$ cat config.mk
export PLATFORM = sky130hd
export DESIGN_NAME = count_ctrl_conditioner
export DESIGN_NICKNAME = d
export VERILOG_FILES = /design/src/rtl/count_ctrl_conditioner.sv
export SDC_FILE = /design/constraint.sdc
export NUM_CORES = 1
export LEC_CHECK = 0
export CORE_UTILIZATION = 60
export DETAILED_ROUTE_END_ITERATION = 10
export GPL_TIMING_DRIVEN = 0
export MAX_ROUTING_LAYER = met4
export PLACE_DENSITY_LB_ADDON = 0.05
export SYNTH_ARGS = -nofsm -noshare
export SYNTH_HDL_FRONTEND = slang
export SYNTH_SLANG_ARGS = --single-unit
$ cat constraint.sdc
create_clock -name clk -period 3 [get_ports clk]
set_input_delay 0.6 -clock clk [delete_from_list [all_inputs] [get_ports clk]]
set_output_delay 0.6 -clock clk [all_outputs]
set_load 0.01 [all_outputs]
$ cat src/rtl/count_ctrl_conditioner.sv
// Input conditioning ahead of the 4-bit up/down counter: synchronizes and debounces
// the test/ud/en pads and derives the registered cnt_tick advance strobe.
module count_ctrl_conditioner #(
   parameter int DB_CYCLES = 8,
   parameter int PRE_WIDTH = 20
) (
   input  logic clk,
   input  logic rst,
   input  logic test_raw,
   input  logic ud_raw,
   input  logic en_raw,
   output logic test_q,
   output logic ud_q,
   output logic en_q,
   output logic cnt_tick
);

   localparam int CW = $clog2(DB_CYCLES + 1);

   // Bit order in the per-input vectors: [0] test, [1] ud, [2] en.
   logic [2:0]           raw;
   logic [2:0]           s1;
   logic [2:0]           s2;
   logic [2:0]           q;
   logic [CW-1:0]        c [3];
   logic [PRE_WIDTH-1:0] pre;
   logic                 ud_d;
   logic                 dir_chg;

   assign raw = {en_raw, ud_raw, test_raw};

   always_ff @(posedge clk) begin
      if (rst) begin
         s1 <= '0;
         s2 <= '0;
         q  <= '0;
         for (int i = 0; i < 3; i++) c[i] <= '0;
      end else begin
         s1 <= raw;
         s2 <= s1;
         // The counter restarts whenever the synchronized level falls back to q.
         for (int i = 0; i < 3; i++) begin
            if (s2[i] == q[i]) begin
               c[i] <= '0;
            end else if (c[i] == CW'(DB_CYCLES - 1)) begin
               q[i] <= s2[i];
               c[i] <= '0;
            end else begin
               c[i] <= c[i] + CW'(1);
            end
         end
      end
   end

   assign test_q = q[0];
   assign ud_q   = q[1];
   assign en_q   = q[2];

   always_ff @(posedge clk) begin
      if (rst || !en_q) pre <= '0;
      else              pre <= pre + PRE_WIDTH'(1);
   end

   // Suppress the advance in the cycle the new direction first appears.
   assign dir_chg = ud_q ^ ud_d;

   always_ff @(posedge clk) begin
      if (rst) begin
         ud_d     <= 1'b0;
         cnt_tick <= 1'b0;
      end else begin
         ud_d     <= ud_q;
         cnt_tick <= en_q & ~dir_chg & (test_q | (&pre));
      end
   end

endmodule

### Word level (Yosys, flattened, before mapping)

Memories as Yosys holds them, arrays and structs flattened.
Cells that the tools add are included.

* $add $sub $neg: 4
* eq/ne operators: 6
* muxes and demuxes: 44
* bitwise gates (word level): 17
* reduce and logical (&&, ||, !) cells: 6

Operators by type and width (count)
* 2-to-1 mux 4 bit: 9
* 2-to-1 mux 1 bit: 35
* adder 20 x 1 -> 20 bit (second input constant): 1
* AND reduction 20 bit: 1
* adder 4 x 1 -> 4 bit (second input constant): 3
* equality test 4 x 3 -> 1 bit (second input constant): 3
* OR 1 bit: 10
* AND reduction 2 bit: 3
* inverter 1 bit: 4
* equality test 1 bit: 3
* bitwise AND 1 bit: 2
* logical NOT 1 bit: 1
* logical OR 1 bit: 1
* bitwise XOR 1 bit: 1

* register bits: 31
* RAM bits: 12
* input bits: 5
* logic and storage cells: 86
* memories: 1

Memory list
* c: words 3, width 4, rd ports 3, clocked after Yosys merged registers in 0, wr ports 3, RTL line 25 `logic [CW-1:0] c [3];`

### Longest topological paths before layout

* word-level depth: 7
* mapped depth: 5
* gate-level depth less buffers: 5

### Least setup slack after synthesis

OpenSTA, ideal clock, no wires.

* path kind: register -> register
* start: reg pre[2]
* end: reg pre[19]
* setup time: 0.070 ns
* arrival: 1.680 ns
* data required time: 2.930 ns
* path slack: 1.250 ns
* stages on the path, launching flop included: 6
* path buffers: 1
* clock period less this slack: 1.750 ns
* path through: dfxtp_1 nand3_2 or4_1 buf_2 or4_1 a21oi_1

* word-level cells in the longest chain between the ends: 1

Ends and longest elaborated chain
* start, declared: RTL line 26 `logic [PRE_WIDTH-1:0] pre;`
* start signal, assigned: RTL line 61 `else pre <= pre + PRE_WIDTH'(1);`
* adder 20 x 1 -> 20 bit: RTL line 61

No other way between the ends.
A chain may end at the register's enable or synchronous reset.

### Final worst setup path

* start: reg q[1]
* end: out ud_q

RTL lines
* start, declared: RTL line 24 `logic [2:0] q;`
* start signal, assigned by index: RTL line 46 `q[i] <= s2[i];`
* end, declared: RTL line 13 `output logic ud_q,`

No word-level cell between the ends.

==> impl_metrics.csv <==
group,metric,value,unit
status,outcome,"finished, final reports clean",
yosys,synth_most_common_cell,"dfxtp_1",
critical_path,crit_chain,"clkdlybuf4s50_1",
global_routing,grt_pass1_vias,1142,
layout,final_layout_size_suffix_gt1_share,4.93,%
pwr,power_leakage,0.000703,uW
yosys,synth.top_cells.by_count,"dfxtp_1 (31), nor2_1 (25), edfxtp_1 (12), xnor2_1 (11), xor2_1 (9)",
placed_design,gp_congestion,0.758,
yosys,ys_types,31,
drt,wl_per_cell,11.8,microns
layout,diodes,0,
placed_design,io_buffers,8,
clock_network,cts_tree,"built",
layout,filler_cell_count,218,
critical_path,worstReg2RegEnd,"pre[19]",
critical_path,rr_worst_depth,5,
yosys,yosys_most_used_dff,"dfxtp_1",
min_path,whs_endpoint,"s2[2]",
layout,fin_area,2000,sq um
critical_path,critical_path_arrival,1.35,ns
clock_network,clk_path_buf_depth,2,
yosys,yosysWarnings,0,
clock_network,cts_setup_buffers,0,
pwr,p_seq_share,67.9,%
drt,first_iter_violations,18,
pwr,switching_share,21.1,%
global_routing,grt_max_degree,13,
clock_network,cts_hold_buf,0,
yosys,synth_simple_gate_area_share,23.6,%
min_path,timing.hold.worst_path_depth,1,
clock_network,cts_made_buffers,5,
critical_path,endpoint_kind,"output port",
global_routing,grt_pass1_wl,4.66,mm
critical_path,cp_top_family,"buffers and inverters",
drt,ant_nets,0,
die,coreArea,2810,sq um
critical_path,critPathLaunchType,"flop",
critical_path,critPathKind,"reg2out",
clock_network,cts-root-buf,"clkbuf_4",
clock_network,clkSinkCount,43,
drt,drc,0,
die,die_y,56.7,microns
critical_path,cp_slowest_stage_delay,0.58,ns
yosys,yosys.area.top_type,"dfxtp_1",
die,die_width,56.7,microns
clock_network,clk_pin_slew,0.11,ns
critical_path,crit_buf_inv,1,
pwr,p_int,714,uW
global_routing,antenna_found_initial,0,
die,rows,19,
critical_path,slowest_stage,"clkdlybuf4s50_1",
sta,fin_setup_tns,0,ns
critical_path,critPathRequiredTime,2.40,ns
placed_design,dp.cells,226,
yosys,synth_top_family_by_area,"simple AND/OR/NAND/NOR gates",
yosys,synthMuxAreaShare,1.67,%
drt,drt-total-wl,2.76,mm
sta,drv_slew,0,
yosys,syn_area_per_cell,10.2,sq um
min_path,hp-class,"reg2reg",
layout,nets,211,
drt,vias,1262,
clock_network,cts_resized,0,
pwr,p_clk_share,29.0,%
drt,via_per_inst,5.39,
die,ioPinCount,9,
yosys,yosysSeqAreaShare,54.7,%
yosys,synthesis.area,1790,sq um
pwr,ir_worst_vdd,0.337,mV
clock_network,clk_latency,0.35,ns
pwr,p_comb_share,3.2,%
layout,stdcell_count,234,
sta,max_freq,512,MHz
yosys,synth_edf_count,12,
sta,finClkSkew,0.0116,ns
critical_path,reg2reg_from,"pre[2]",
yosys,synthAdderAreaFrac,2.79,%
min_path,hp-start,"s1[2]",
die,start_util,63.9,%
placed_design,pre_cts_ws,0.650,ns
die,die-area,3210,sq um
placed_design,hpwl,1.99,mm
yosys,synthCells,176,
yosys,netlist_top_cells_area,"dfxtp_1 (35%), edfxtp_1 (20%), xnor2_1 (5.4%)",
sta,finalCritPeriodShare,65.1,%
sta,hold_violations,0,
yosys,synth_top_cell_area_share,34.6,%
global_routing,grt_overflow,0,
sta,setup_viol,0,
critical_path,cp_max_fo,5,
yosys,synth_seq_cells,43,
layout,syn_to_final_growth,11.7,%
critical_path,ff2ff_setup_slack,1.09,ns
sta,rsz0062_at_grt,"no",
sta,finalCriticalPeriod,1.95,ns
pwr,p_per_area,451,nW/um^2
yosys,async_reset_ff_share,0,%
placed_design,placed_area,1950,sq um
clock_network,cts_max_level,2,
drt,dr.pass1.iters,4,
yosys,synth_xor_xnor_area_share,9.77,%
global_routing,grt_usage,20.2,%
pwr,switchingPower,191,uW
flow_run,drv_cap,0,
yosys,synth_compound_area_share,5.30,%
sta,timing.final.ws_setup,1.05,ns
-- power groups by stage --
stage / registers [uW] / logic, uW / clock network (uW)
after CTS: 614 / 28.4 / 270
after global routing: 616 / 32.7 / 294
after detailed placement: 627 / 28.1 / 0
final: 614 / 28.5 / 262
after floorplan: 625 / 19.0 / 0
after global placement: 626 / 27.4 / 0
-- flip-flops by register name, indices dropped and copies added, names as in the netlist --
signal,flops
q,3
pre,20
s1,3
ud_d,1
c,12
cnt_tick,1
s2,3
-- cells by family after synthesis --
kind of cell,after synthesis
flip-flops,43
AND/OR/NAND/NOR,79
multiplexers,3
adder cells (fa/ha/maj),4
XOR/XNOR,20
AO/OA/AOI/OAI,17
buffers and inverters,9
other,1
-- layout make-up --
type | instances | area (sq um) | share of cell area (%)
plain buffers | 4 | 16.3 | 0.812
well taps | 31 | 38.8 | 1.94
inverters | 5 | 18.8 | 0.937
clock inverters | 1 | 5.00 | 0.250
clock buffers | 7 | 45.0 | 2.25
multi-input cells | 135 | 818 | 40.8
flip-flops and latches | 43 | 981 | 49.0
repair buffers | 8 | 80.1 | 4.00
-- worst max path at each step --
stage	from	end	slack (ns)	depth (start not counted)
after detailed placement	rst	pre[12]	0.65	5
final	q[1]	ud_q	1.05	1
after floorplan	pre[2]	pre[19]	1.25	5
after CTS	q[1]	ud_q	1.03	1
after global routing	rst	pre[2]	0.93	5
after global placement	rst	pre[3]	0.70	5
-- per-layer routing --
layer / part of all wire (%) / GRT usage (%) / up-vias
met3: 4.6 / 7.37 / 2
met4: 0.83 / 10.4 / 0
li1: - / - / 650
met1: 44 / 21.5 / 588
met5: 0 / - / -
met2: 50 / 32.8 / 22
-- metrics by stage --
step	util [%]	hold WS [ns]	power, uW
6_report	71.4	0.449	904
5_1_grt	71.4	0.470	943
4_1_cts	71.4	0.454	913
3_5_place_dp	69.6	0.431	655
3_3_place_gp	69.6	0.418	654
2_1_floorplan	-	0.414	644
-- layout by cell type (no fill, tap or decap) --
cell,count
o31ai_1,2
or3_1,7
and4_1,2
o21ai_0,6
and4_2,1
nand3b_1,1
buf_2,1
or3_2,1
clkdlybuf4s50_1,8
inv_1,5
clkbuf_1,5
nor2_1,25
nand2b_1,1
conb_1,12
and3b_1,2
nand2_1,7
mux2i_1,3
edfxtp_1,12
clkinv_2,1
nand4_1,5
ha_1,4
nand3_1,8
and2_1,2
and3_1,1
or4_1,3
xnor2_1,11
nor2b_1,8
a21oi_1,8
nand3_2,1
o211a_1,1
dfxtp_1,31
nor3_1,4
clkbuf_4,5
xor2_1,9
Power figures use the tool's default switching activity.
==> RTL change 1 (same flow settings) <==
Change the parameter `PRE_WIDTH` from 20 to 18.
--- a/src/rtl/count_ctrl_conditioner.sv
+++ b/src/rtl/count_ctrl_conditioner.sv
@@ -4,3 +4,3 @@
    parameter int DB_CYCLES = 8,
-   parameter int PRE_WIDTH = 20
+   parameter int PRE_WIDTH = 18
 ) (
Function: same outputs for any inputs over 10 cycles, from zero or initial values and one cycle with rst high; that may be too few to reach the edited logic, so the function may still have changed.
==> RTL change 1 against the unedited design <==
Wire length shrank 1.9%. Power shrank 1.3%. Final area shrank 3.7%. Sequential cell count shrank 2. Setup slack lost 0.045 ns. Largest power group unchanged. Largest cell class unchanged. Global-route usage grew 0.74 points. Worst hold slack gained 0.0032 ns. Area after synthesis shrank 4.6%. Fmax shrank 2.3%.
==> RTL change 1: results (changes against the unedited design) <==
stage,metric,value,unit,change
worst_setup_path,r2r_start,pre[0],,was pre[2]
route,vias_per_cell,5.33,,was 5.39
placement,place_ws,0.633,ns,was 0.650 ns
worst_setup_path,worst_r2r_endpoint,pre[14],,was pre[19]
route,routed-wl-met3,77,µm,was 127 µm
sta,clock_skew,0.00231,ns,was 0.0116 ns
logic_synthesis,netlist-cell-type-count,33,,was 31
run_status,status,"finished, final reports clean",,unchanged
placement,dp.cells,219,,was 226
final_layout,drive_gt1_frac,0.0612,,was 0.0493
worst_setup_path,critical_path.endpoint,pre[4],,was ud_q
worst_setup_path,cp_data_arrival_time,2.22,ns,was 1.35 ns
logic_synthesis,syn_inst,170,,was 176
global_routing,grt_pass1_wl,4860,µm,was 4660 µm
final_layout,reg_top3,"pre x18, c x12",,"was pre x20, c x12"
power_and_ir_drop,peakVddDrop,0.356,mV,was 0.337 mV
placement,hpwlAfterDp,2040,µm,was 1990 µm
global_routing,grt_usage,0.209,,was 0.202
logic_synthesis,seq_area_frac_synth,0.550,,was 0.547
placement,gp_congestion,0.770,,was 0.758
worst_setup_path,rr_worst_depth,6,,was 5
sta,period_minus_slack,2.00,ns,was 1.95 ns
final_layout,num-fill-cells,181,,was 218
worst_setup_path,critPathLaunch,rst,,was q[1]
route,drtIter0Drc,49,,was 18
worst_setup_path,cp_max_fo,10,,was 5
route,routed_wire_length_per_instance,12.0,µm,was 11.8 µm
logic_synthesis,synth.area.top_cells,"dfxtp_1 34%, edfxtp_1 21%, nor2_1 6.1%, xnor2_1 5.1%, xor2_1 4.6%",,"was dfxtp_1 35%, edfxtp_1 20%, xnor2_1 5.4%, nor2_1 5.2%, xor2_1 4.4%"
route,met1_length,1210,µm,was 1220 µm
clock_network,clock_path_buffers,2,,unchanged
global_routing,grt_pass1_vias,1217,,was 1142
logic_synthesis,ys_top_cells_by_count,"29 x dfxtp_1, 28 x nor2_1, 12 x edfxtp_1",,"was 31 x dfxtp_1, 25 x nor2_1, 12 x edfxtp_1"
power_and_ir_drop,leakage,0.676,nW,was 0.703 nW
==> RTL change 1: cell count changes in the layout (fill, tap and decap cells not counted), moves of 2 or more <==
cell,delta
nand2_1,+2
nand4_1,-3
dfxtp_1,-2
nand3_1,+2
nor2_1,+3
and2_1,-2
clkbuf_1,-2
==> RTL change 1: cells by family after synthesis <==
kind of cell    Yosys count  synth area share
compound gates           15            0.0505
xor+xnor                 19            0.0973
fa+ha+maj                 4            0.0293
buf+inv                   9            0.0197
flops                    41             0.550
mux                       3            0.0183
other cells               1           0.00219
simple gates             78             0.233
==> RTL change 1: power breakdown <==
part / internal [mW] / switching [mW]
clock: 0.110 / 0.167
sequential: 0.581 / 0.00672
combinational: 0.0149 / 0.0139
total: 0.705 / 0.187
==> RTL change 1: routing by layer <==
metal	up-vias	track usage
li1	622	-
met1	561	0.230
met2	15	0.355
met3	7	0.0492
met4	0	0.104
met5	-	-
==> RTL change 1: critical path, cell delays in order <==
cell             delay [ns]
clkdlybuf4s50_1        0.59
nand2b_1               0.15
clkbuf_1               0.34
buf_1                  0.43
nor2_1                 0.11
==> RTL change 1: per-stage QoR <==
stage          hold slack [ns]   util  power (mW)  area (µm²)
2_1_floorplan            0.414      -       0.617        1750
3_3_place_gp             0.419  0.722       0.627        1870
3_5_place_dp             0.432  0.722       0.628        1870
4_1_cts                  0.459  0.744       0.902        1930
5_1_grt                  0.468  0.744       0.929        1930
6_report                 0.452  0.744       0.893        1930
==> RTL change 1: final cells by class <==
type,instances,area share
plain buffers,4,0.00779
clock buffers,6,0.0266
clock inverters,1,0.00389
inverters,5,0.00973
multi-input cells,131,0.403
flip-flops and latches,41,0.488
well taps,30,0.0195
repair buffers,8,0.0415
==> RTL change 2 (same flow settings) <==
Without the edit above. Add an input register stage for `test_raw`, `ud_raw` and `en_raw`; this delays them by one clock.
--- a/src/rtl/count_ctrl_conditioner.sv
+++ b/src/rtl/count_ctrl_conditioner.sv
@@ -19,2 +19,12 @@
 
+   logic test_raw_q;
+   logic ud_raw_q;
+   logic en_raw_q;
+
+   always_ff @(posedge clk) begin
+      test_raw_q <= test_raw;
+      ud_raw_q   <= ud_raw;
+      en_raw_q   <= en_raw;
+   end
+
    // Bit order in the per-input vectors: [0] test, [1] ud, [2] en.
@@ -29,3 +39,3 @@
 
-   assign raw = {en_raw, ud_raw, test_raw};
+   assign raw = {en_raw_q, ud_raw_q, test_raw_q};
 
Formal check against the unedited RTL: same outputs for any inputs over 10 cycles, from zero or initial values and one cycle with rst high; that may be too few to reach the edited logic, so the function may still have changed.
==> RTL change 2 against the unedited design <==
Critical path depth is the same. Fmax fell by 0.65%. Sequential cell count is 3 higher. Area after synthesis increased by 3.3%. Power grew 5.6%. Setup slack got worse by 0.013 ns. Sequential share of layout area grew 1.5 points. Via count up 1.6%. Wire length rose by 4.9%. Final area up 2.9%. Global-route usage increased by 1.0 points. Die area rose by 3.2%. Non-clock buffer count unchanged. Clock skew fell by 0.0011 ns. Critical path type unchanged. Highest routed layer unchanged.
==> RTL change 2: results (changes against the unedited design) <==
stage,metric,value,unit,change
power_and_ir_drop,leakage,0.725,nW,was 0.703 nW
route,routed_wire_length_per_instance,12.2,µm,was 11.8 µm
logic_synthesis,synth.area.top_cells,"dfxtp_1 37%, edfxtp_1 19%, xnor2_1 5.2%, nor2_1 5.1%, xor2_1 4.3%",,"was dfxtp_1 35%, edfxtp_1 20%, xnor2_1 5.4%, nor2_1 5.2%, xor2_1 4.4%"
placement,hpwlAfterDp,2090,µm,was 1990 µm
hold_path,hp-class,flop to flop,,unchanged
sta,layout_setup_ws,1.03,ns,was 1.05 ns
logic_synthesis,syn_inst,179,,was 176
logic_synthesis,seq_area_frac_synth,0.562,,was 0.547
sta,clock_skew,0.0105,ns,was 0.0116 ns
worst_setup_path,critPathMaxStageDelay,0.58,ns,about the same
global_routing,grt_usage,0.212,,was 0.202
placement,place_ws,0.636,ns,was 0.650 ns
global_routing,grt_start_max_net_pins,14,,was 13
run_status,status,"finished, final reports clean",,unchanged
global_routing,grt_pass1_wl,5110,µm,was 4660 µm
placement,gp_congestion,0.763,,was 0.758
logic_synthesis,ys_top_cells_by_count,"34 x dfxtp_1, 25 x nor2_1, 12 x edfxtp_1",,"was 31 x dfxtp_1, 25 x nor2_1, 12 x edfxtp_1"
route,firstDrtPassIters,4,,unchanged
final_layout,layout.nets,214,,was 211
route,met1_length,1320,µm,was 1220 µm
global_routing,grt_pass1_vias,1235,,was 1142
final_layout,diodes,0,,unchanged
placement,dpl-instance-area,2010,µm²,was 1950 µm²
route,vias_per_cell,5.41,,was 5.39
route,drtIter0Drc,55,,was 18
final_layout,drive_gt1_frac,0.0437,,was 0.0493
placement,dp.cells,229,,was 226
route,routed-wl-met3,78,µm,was 127 µm
power_and_ir_drop,peakVddDrop,0.394,mV,was 0.337 mV
route,vias,1282,,was 1262
route,wl_met2,1450,µm,was 1380 µm
final_layout,reg_top3,"pre x20, c x12",,unchanged
-- RTL change 2: changes by cell type after synthesis --
cell / before / now
dfxtp_1: 31 / 34
-- RTL change 2: cell type report --
type                            instances  area, µm²
Multi-Input combinational cell        135        818
Tap cell                               31       38.8
Buffer                                  4       16.3
Sequential cell                        46       1040
Fill cell                             228        767
Clock buffer                            8       48.8
Inverter                                5       18.8
Timing Repair Buffer                    8       80.1
-- RTL change 2: layer usage --
layer  GRT usage  vias to the layer above
met5           -                        -
met4       0.115                        0
met3      0.0499                        5
met2       0.346                       19
met1       0.240                      599
li1            -                      659
-- RTL change 2: through the flow --
stage / total power [mW] / hold slack (ns)
2_1_floorplan: 0.688 / 0.414
3_3_place_gp: 0.697 / 0.422
3_5_place_dp: 0.700 / 0.428
4_1_cts: 0.961 / 0.459
5_1_grt: 0.991 / 0.474
6_report: 0.955 / 0.455
-- RTL change 2: final timing paths --
path,start,to,slack [ns],cells after the start
setup / recovery,q[1],ud_q,1.03,1
hold / removal,s1[2],s2[2],0.45,1
setup reg to reg,pre[2],pre[19],1.05,5
hold reg to reg,s1[2],s2[2],0.45,1
-- RTL change 2: kinds of logic (layout without fill, tap and decap cells) --
family,after synthesis,after routing,synth area share
simple gates,79,79,0.228
flops,46,46,0.562
xor+xnor,20,20,0.0945
compound gates,17,17,0.0513
buf+inv,9,25,0.0189
fa+ha+maj,4,4,0.0270
mux,3,3,0.0162
other cells,1,12,0.00202
-- RTL change 2: power by group --
part | internal (mW) | switching, mW
Clock | 0.0937 | 0.176
Sequential | 0.649 | 0.00738
Combinational | 0.0151 | 0.0139
